<file path="src/rtl/uart_rx_fifo_if.sv">
// uart_rx_fifo_if
// Bundles the write strobe, show-ahead read port and status signals of the
// UART receive FIFO.
//   slave  : the FIFO itself (takes wr_*, rd_ready and ovr_clr; drives data/status)
//   master : the surrounding logic (UART receiver + controller)
// Parameter DEPTH sets the width of level ($clog2(DEPTH)+1 bits).
interface uart_rx_fifo_if #(
    parameter int DEPTH = 16
);
    localparam int LW = $clog2(DEPTH) + 1;

    logic [7:0]    wr_data;
    logic          wr_stb;
    logic [7:0]    rd_data;
    logic          rd_valid;
    logic          rd_ready;
    logic [LW-1:0] level;
    logic          full;
    logic          overrun;
    logic          ovr_clr;
    logic          timeout;

    modport slave (
        input  wr_data, wr_stb, rd_ready, ovr_clr,
        output rd_data, rd_valid, level, full, overrun, timeout
    );

    modport master (
        output wr_data, wr_stb, rd_ready, ovr_clr,
        input  rd_data, rd_valid, level, full, overrun, timeout
    );
endinterface

</file>
<file path="src/rtl/uart_rx_fifo.sv">
// uart_rx_fifo
// Receive byte buffer behind the UART receiver. Each wr_stb pulse stores
// wr_data in a DEPTH-entry circular FIFO; bytes leave through a show-ahead
// valid/ready port. Reports fill level, full and a sticky overrun flag.
//
// Ports:
//   clk    : system clock, rising edge
//   rst_n  : asynchronous active-low reset
//   bus    : uart_rx_fifo_if.slave
//            wr_data/wr_stb   byte + single-cycle strobe from the receiver
//            rd_data/rd_valid/rd_ready  show-ahead read port
//            level/full       fill status
//            overrun/ovr_clr  sticky drop flag and its clear
//            timeout          idle-timeout flag
//
// Optional feature: define UART_RX_FIFO_TIMEOUT_EN to build the idle counter
// behind `timeout`. Without it, timeout is constant 0.
module uart_rx_fifo #(
    parameter int DEPTH       = 16,
    parameter int TIMEOUT_CYC = 104160
) (
    input  logic         clk,
    input  logic         rst_n,
    uart_rx_fifo_if.slave bus
);
    localparam int AW = $clog2(DEPTH);
    localparam int PW = AW + 1;

    if (DEPTH < 2 || (DEPTH & (DEPTH - 1)) != 0 || TIMEOUT_CYC < 2) begin : g_param_check
        $error("uart_rx_fifo: DEPTH must be a power of two >= 2 and TIMEOUT_CYC >= 2");
    end

    logic [7:0]    mem [DEPTH];
    logic [PW-1:0] wr_ptr_reg;
    logic [PW-1:0] rd_ptr_reg;
    logic [PW-1:0] level_int;
    logic          full_int;
    logic          rd_xfer;
    logic          wr_acc;
    logic          drop;
    logic          overrun_reg;

    // Pointers carry an extra wrap bit, so the difference is the fill level
    // even when the addresses coincide (empty vs. full).
    assign level_int = wr_ptr_reg - rd_ptr_reg;
    assign full_int  = (level_int == PW'(DEPTH));
    assign rd_xfer   = (level_int != '0) && bus.rd_ready;
    // A read in the same cycle frees a slot, so a write into a full FIFO is
    // still accepted when paired with a read.
    assign wr_acc    = bus.wr_stb && (!full_int || rd_xfer);
    assign drop      = bus.wr_stb && full_int && !rd_xfer;

    always_ff @(posedge clk or negedge rst_n) begin
        if (!rst_n) begin
            wr_ptr_reg <= '0;
            rd_ptr_reg <= '0;
        end else begin
            if (wr_acc)
                wr_ptr_reg <= wr_ptr_reg + 1'b1;
            if (rd_xfer)
                rd_ptr_reg <= rd_ptr_reg + 1'b1;
        end
    end

    // Storage is not reset; contents behind the read pointer are don't-care.
    always_ff @(posedge clk) begin
        if (wr_acc)
            mem[wr_ptr_reg[AW-1:0]] <= bus.wr_data;
    end

    // A drop in the same cycle as ovr_clr keeps the flag set.
    always_ff @(posedge clk or negedge rst_n) begin
        if (!rst_n)
            overrun_reg <= 1'b0;
        else if (drop)
            overrun_reg <= 1'b1;
        else if (bus.ovr_clr)
            overrun_reg <= 1'b0;
    end

    assign bus.rd_data  = mem[rd_ptr_reg[AW-1:0]];
    assign bus.rd_valid = (level_int != '0);
    assign bus.level    = level_int;
    assign bus.full     = full_int;
    assign bus.overrun  = overrun_reg;

`ifdef UART_RX_FIFO_TIMEOUT_EN
    localparam int CW = $clog2(TIMEOUT_CYC + 1);

    logic [CW-1:0] idle_cnt_reg;
    logic          timeout_reg;

    // Counts edges spent holding data with no traffic. The flag sets on the
    // edge where the count reaches TIMEOUT_CYC, after which counting stops.
    always_ff @(posedge clk or negedge rst_n) begin
        if (!rst_n) begin
            idle_cnt_reg <= '0;
            timeout_reg  <= 1'b0;
        end else if (wr_acc || rd_xfer || level_int == '0) begin
            idle_cnt_reg <= '0;
            timeout_reg  <= 1'b0;
        end else if (!timeout_reg) begin
            idle_cnt_reg <= idle_cnt_reg + 1'b1;
            if (idle_cnt_reg == CW'(TIMEOUT_CYC - 1))
                timeout_reg <= 1'b1;
        end
    end

    assign bus.timeout = timeout_reg;
`else
    assign bus.timeout = 1'b0;
`endif
endmodule

</file>
<file path="src/flat_wrapper.sv">
// flat-port wrapper written by rule: the top's interface ports become plain ports
module uart_rx_fifo_flat 
#(
    parameter int DEPTH       = 16,
    parameter int TIMEOUT_CYC = 104160
)
  (clk, rst_n, bus_wr_data, bus_wr_stb, bus_rd_ready, bus_ovr_clr, bus_rd_data, bus_rd_valid, bus_level, bus_full, bus_overrun, bus_timeout);
  uart_rx_fifo_if #(.DEPTH(DEPTH)) bus_i ();
  input  logic clk;
  input  logic rst_n;
  input wire logic [$bits(bus_i.wr_data)-1:0] bus_wr_data;
  input wire logic [$bits(bus_i.wr_stb)-1:0] bus_wr_stb;
  input wire logic [$bits(bus_i.rd_ready)-1:0] bus_rd_ready;
  input wire logic [$bits(bus_i.ovr_clr)-1:0] bus_ovr_clr;
  output wire logic [$bits(bus_i.rd_data)-1:0] bus_rd_data;
  output wire logic [$bits(bus_i.rd_valid)-1:0] bus_rd_valid;
  output wire logic [$bits(bus_i.level)-1:0] bus_level;
  output wire logic [$bits(bus_i.full)-1:0] bus_full;
  output wire logic [$bits(bus_i.overrun)-1:0] bus_overrun;
  output wire logic [$bits(bus_i.timeout)-1:0] bus_timeout;
  assign bus_i.wr_data = bus_wr_data;
  assign bus_i.wr_stb = bus_wr_stb;
  assign bus_i.rd_ready = bus_rd_ready;
  assign bus_i.ovr_clr = bus_ovr_clr;
  assign bus_rd_data = bus_i.rd_data;
  assign bus_rd_valid = bus_i.rd_valid;
  assign bus_level = bus_i.level;
  assign bus_full = bus_i.full;
  assign bus_overrun = bus_i.overrun;
  assign bus_timeout = bus_i.timeout;
  uart_rx_fifo #(.DEPTH(DEPTH), .TIMEOUT_CYC(TIMEOUT_CYC)) u_core (.clk(clk), .rst_n(rst_n), .bus(bus_i));
endmodule
</file>
<file path="config.mk">
export PLATFORM = sky130hd
export DESIGN_NAME = uart_rx_fifo_flat
export DESIGN_NICKNAME = d
export VERILOG_FILES = /design/src/rtl/uart_rx_fifo_if.sv /design/src/rtl/uart_rx_fifo.sv /design/src/flat_wrapper.sv
export SDC_FILE = /design/constraint.sdc
export NUM_CORES = 1
export LEC_CHECK = 0
export CAP_MARGIN = 20
export CORE_MARGIN = 2
export CORE_UTILIZATION = 55
export CTS_CLUSTER_SIZE = 30
export DETAILED_ROUTE_END_ITERATION = 12
export GPL_ROUTABILITY_DRIVEN = 0
export PLACE_DENSITY = 0.8
export SYNTH_ARGS = -nofsm -noshare
export SYNTH_HDL_FRONTEND = slang
export SYNTH_SLANG_ARGS = --single-unit
</file>
<file path="constraint.sdc">
create_clock -name clk -period 7.8 [get_ports clk]
set_input_delay 1.17 -clock clk [delete_from_list [all_inputs] [get_ports clk]]
set_output_delay 1.17 -clock clk [all_outputs]
set_load 0.02 [all_outputs]
</file>
==> impl_metrics.yaml, run 1 <==
clock_tree:
  clockBufferDepth: 2
  cts_tree: "yes"
  cts.hold.buffers_added: 0
  cts_made_buffers: 17
  postCtsResizedCells: 0
  postCtsSetupRepairBufs: 0
  ctsHtreeMaxLevel: 4
  clk_latency_ns: 0.53
  cts_root_buf: "clkbuf_8"
  cts_sinks: 139
  cts.reportedPaths.clkPinSlew_ns: 0.06
finish:
  diodes: 0
  area_growth_syn_to_layout_pct: 17.92
  drive_gt1_frac: 0.2000
  largest_reg_flops: 128
  layout_common_cells: "128 x edfxtp_1, 40 x nand2_1, 32 x mux4_2"
  layout_commonest_cell: "edfxtp_1"
  num-nets-final: 380
routing:
  routedWlPerCell_um: 23.31
  ant_nets: 0
  dr.pass1.iters: 6
  first_iter_violations: 281
  viasPerCell: 6.128
  wl_um: 11800
  vias: 3101
  drc: 0
power_and_ir_drop:
  vdd_drop_max_mv: 0.2797
  powerDensity_nw_per_um2: 421.1
  p_sw_frac: 0.3350
  switchingPower_uw: 954.8
  p_clk_frac: 0.278
  internal_power_uw: 1895
  power_leakage_uw: 0.002327
  power_frac_comb: 0.379
  power.share.sequential: 0.342
floorplanning:
  rows: 37
  die_h_um: 106.2
  start_util: 0.5610
  die_x_um: 106.2
  io_pins: 30
  die_area_um2: 11270
  coreArea_um2: 10230
global_route:
  grt_use_total: 0.2236
  antenna_found_initial: 0
  grt_start_max_net_pins: 36
  first_global_vias: 3207
  grt_pass1_wl_um: 17760
  grt-ovfl-total: 0
synth:
  synth_nets: 341
  syn_area_um2: 5739
  ys_seq_elements: 139
  synth.distinct_cells: 35
  synth-edff-count: 128
  syn_avg_cell_area_um2: 18.05
  ys_warn_count: 0
  syn_inst: 318
  synthFlopType: "edfxtp_1"
  async_flop_share: 0.07914
  synth.yosys.seq_area_share: 0.7177
worst_hold_path:
  hold_path.class: "flop to flop"
  hp-start: "u_core.rd_ptr_reg[4]"
  min_to: "u_core.rd_ptr_reg[4]"
  min_delay_path_depth: 1
critical_path:
  cp-end-kind: "primary output"
  critPathLaunch: "u_core.rd_ptr_reg[1]"
  reg2reg_depth: 8
  required_ns: 6.63
  r2r_slack_ns: 4.61
  critPathMaxFanout: 10
  critPathArrivalTime_ns: 3.28
  crit_type: "flop to primary output"
  startpoint_type: "flop"
  r2r-end: "u_core.mem[3][0]"
  r2r_start: "u_core.rd_ptr_reg[1]"
timing:
  finalHoldViolations: 0
  rsz0062_at_grt: "false"
  setup_viol_count_final: 0
  slew_headroom: 0.4641
  worst_pin_slew_ns: 0.7994
  timing.final.crit_period_ns: 4.448
  clock.fmax_ghz: 0.2248
  skew_ns: 0.005520
  drv_slew: 0
  setup-tns-final_ns: 0
  fin_crit_sh: 0.5703
  setup_slack_ns: 3.352
placement:
  buffer_ports.inserted: 28
  dp_slack_ns: 2.966
  dp_hpwl_um: 7146
run:
  cap_violations: 0
run_status:
  status: "completed"
## synth_stat cells, types with 5 or more instances
cell,instances,area share
ha_1,9,0.020
inv_1,6,0.0039
mux4_2,32,0.13
a31oi_1,8,0.0087
xor2_1,5,0.0076
nand2_1,40,0.026
and3_1,19,0.021
buf_4,5,0.0065
nand3_1,5,0.0044
dfrtp_1,11,0.048
xnor2_1,6,0.0092
edfxtp_1,128,0.67
## metal layers
metal,GRT usage,up-vias,share of wire
met5,0,-,0
met4,0.08083,0,0.022
met3,0.05334,25,0.068
met2,0.3690,139,0.52
met1,0.2932,1605,0.39
li1,-,1332,-
## per-stage QoR
step	instances	hold WS [ns]	util	area, um^2	total power [uW]
floorplan	318	0.4607	-	5739	1687
detailed placement	472	0.4843	0.6008	6147	2042
finish	506	0.4928	0.6615	6768	2850
CTS	504	0.4970	0.6583	6735	2847
global placement	471	0.4790	0.6001	6140	2023
global route	506	0.5225	0.6615	6768	2979
## worst max-delay path by stage
stage / to / slack, ns
after floorplan: bus_full / 3.87
after global placement: bus_rd_valid / 3.06
after detailed placement: bus_rd_valid / 2.97
after CTS: bus_rd_valid / 2.39
after global routing: bus_rd_valid / 3.17
final: bus_rd_valid / 3.35
## worst max-delay path: stages (launching register included)
cell             delay (ns)
dfrtp_1                0.46
clkinv_1               0.33
fa_1                   0.54
xor2_1                 0.19
a211o_1                0.33
a2bb2o_1               0.35
clkdlybuf4s50_1        0.56
## kinds of logic after synthesis
group           count (synthesis)  synth area share
flops                         139            0.7177
simple gates                   84           0.07347
mux                            34            0.1295
buf+inv                        23           0.01940
compound gates                 16           0.01940
xor+xnor                       11           0.01679
fa+ha+maj                      10           0.02311
other cells                     1         0.0006534
## layout make-up
cell class / count / area (um^2)
clock inverters: 13 / 166.4
inverters: 8 / 30.03
multi-input cells: 156 / 1509
well taps: 136 / 170.2
clock buffers: 19 / 421.7
repair buffers: 35 / 350.3
fillers: 671 / 3463
flip-flops and latches: 139 / 4120
## power groups by stage
stage | combinational, uW | clock (uW) | sequential, uW
after CTS | 1050 | 801 | 996
after global placement | 1020 | 0 | 1000
after floorplan | 733 | 0 | 954
after detailed placement | 1040 | 0 | 1010
final | 1080 | 793 | 976
after global routing | 1160 | 830 | 984
Power figures use the tool's default switching activity.
==> inputs of run 2 (changes only) <==
- clock period: 7.8 -> 4.45 ns (I/O delays scaled with it)
==> run 2 against run 1 <==
  * Routed wire length decreased by 4.5%
  * Count of clock-buffer cells in the layout unchanged
  * Register-to-register slack got worse by 3.3 ns
  * Global-route usage decreased by 0.30 points
  * Cell count unchanged
  * Cell area decreased by 0.57%
  * Sequential power increased by 73%
  * Worst hold slack about the same
  * Clock power increased by 68%
  * Largest cell class unchanged
==> impl_metrics.yaml, run 2 (synthesis results as in run 1) <==
run_status:
  status: "completed"
timing:
  setup_viol_count_final: 0
  finalHoldViolations: 0
  drv_slew: 0
  timing.final.crit_period_ns: 3.888
  setup-tns-final_ns: 0
  skew_ns: 0.007102
  worst_pin_slew_ns: 0.8339
  clock.fmax_ghz: 0.2572
  rsz0062_at_grt: "false"
  fin_crit_sh: 0.8737
  setup_slack_ns: 0.5621
  slew_headroom: 0.4410
global_route:
  grt-ovfl-total: 0
  grt_use_total: 0.2205
  antenna_found_initial: 0
  grt_start_max_net_pins: 36
  grt_pass1_wl_um: 17410
  first_global_vias: 3046
floorplanning:
  io_pins: 30
  start_util: 0.5610
  die_h_um: 106.2
  die_area_um2: 11270
  coreArea_um2: 10230
  die_x_um: 106.2
  rows: 37
clock_tree:
  clk_latency_ns: 0.52
  postCtsSetupRepairBufs: 0
  cts_sinks: 139
  clockBufferDepth: 2
  cts_made_buffers: 17
  cts.reportedPaths.clkPinSlew_ns: 0.06
  postCtsResizedCells: 0
  cts_root_buf: "clkbuf_8"
  ctsHtreeMaxLevel: 4
  cts_tree: "yes"
  cts.hold.buffers_added: 0
critical_path:
  cpMaxStageDelayCell: "dfrtp_1"
  r2r_start: "u_core.rd_ptr_reg[3]"
  critPathArrivalTime_ns: 3.22
  startpoint_type: "flop"
  crit_family: "buffers and inverters"
  max_stage_delay_ns: 0.63
  crit_buf_inv: 2
  required_ns: 3.78
  cp-end-kind: "primary output"
  crit_path_cell_trace: "inv_1 -> ha_1 -> a21oi_1 -> and3_1 -> a2bb2o_1 -> clkdlybuf4s50_1"
  crit_type: "flop to primary output"
  critPathLaunch: "u_core.rd_ptr_reg[3]"
  critPathMaxFanout: 11
finish:
  n_fill_cell: 657
  diodes: 0
  drive_gt1_frac: 0.2000
  num-nets-final: 380
  layout_commonest_cell: "edfxtp_1"
  layout_common_cells: "128 x edfxtp_1, 40 x nand2_1, 32 x mux4_2"
  largest_reg_flops: 128
  area_growth_syn_to_layout_pct: 17.24
  stdcell_count: 506
power_and_ir_drop:
  p_sw_frac: 0.3380
  power_uw: 4898
  internal_power_uw: 3243
  vdd_drop_max_mv: 0.6801
  power_frac_comb: 0.383
  p_clk_frac: 0.272
  powerDensity_nw_per_um2: 727.9
  switchingPower_uw: 1655
  power.share.sequential: 0.345
  power_leakage_uw: 0.002296
routing:
  vias: 2926
  dr.pass1.iters: 4
  viasPerCell: 5.783
  wl_um: 11260
  drc: 0
  routedWlPerCell_um: 22.26
  ant_nets: 0
  first_iter_violations: 267
placement:
  dp_hpwl_um: 6903
  placedCellCount: 474
  buffer_ports.inserted: 28
  dp_slack_ns: 1.126
worst_hold_path:
  hold_path.class: "input pin to async pin"
run:
  cap_violations: 0
-- run 2: cell count changes in the layout (fill, tap and decap cells not counted) --
cell        delta
buf_16         -1
clkinv_2       -1
inv_6          -1
clkinvlp_4     +3
bufinv_16      -1
buf_2          -1
buf_4          +2
-- run 2: path summary, 6_finish.rpt --
check                      cells past startpoint  slack (ns)                    to
setup / recovery                               6        0.56          bus_rd_valid
hold / removal                                 1        0.49    u_core.bus.overrun
setup reg to reg                               8        1.28      u_core.mem[9][1]
hold reg to reg                                1        0.49  u_core.wr_ptr_reg[4]
max in group asynchronous                      1        3.57  u_core.rd_ptr_reg[0]
min in group clk                               1        0.49  u_core.wr_ptr_reg[4]
-- run 2: routing by layer --
metal  vias to the layer above  share of wire  GRT usage
met5                         -              0          0
met4                         0          0.015    0.08083
li1                       1329              -          -
met2                        98           0.50     0.3498
met1                      1485           0.42     0.2961
met3                        14          0.073    0.06131
-- run 2: per-stage QoR --
stage | hold WS, ns | area, um^2 | utilization
global placement | 0.4751 | 6162 | 0.6023
detailed placement | 0.4835 | 6162 | 0.6023
finish | 0.4929 | 6729 | 0.6577
floorplan | 0.3719 | 5739 | -
CTS | 0.4831 | 6729 | 0.6577
global route | 0.5142 | 6729 | 0.6577
-- run 2: layout make-up --
cell class	count	area, um^2	share of cell area
sequential	139	4120	0.6123
multi-input combinational	156	1509	0.2242
clock buffer	19	421.7	0.06266
timing repair buffer	35	332.8	0.04946
tap	136	170.2	0.02529
clock inverter	13	145.1	0.02157
inverter	8	30.03	0.004463
-- run 2: power by group through the flow --
stage,Combinational (uW),Sequential (uW),Clock [uW]
finish,1870,1690,1330
global route,2030,1710,1410
CTS,1900,1690,1350
detailed placement,1880,1720,0
global placement,1860,1710,0
floorplan,1280,1670,0
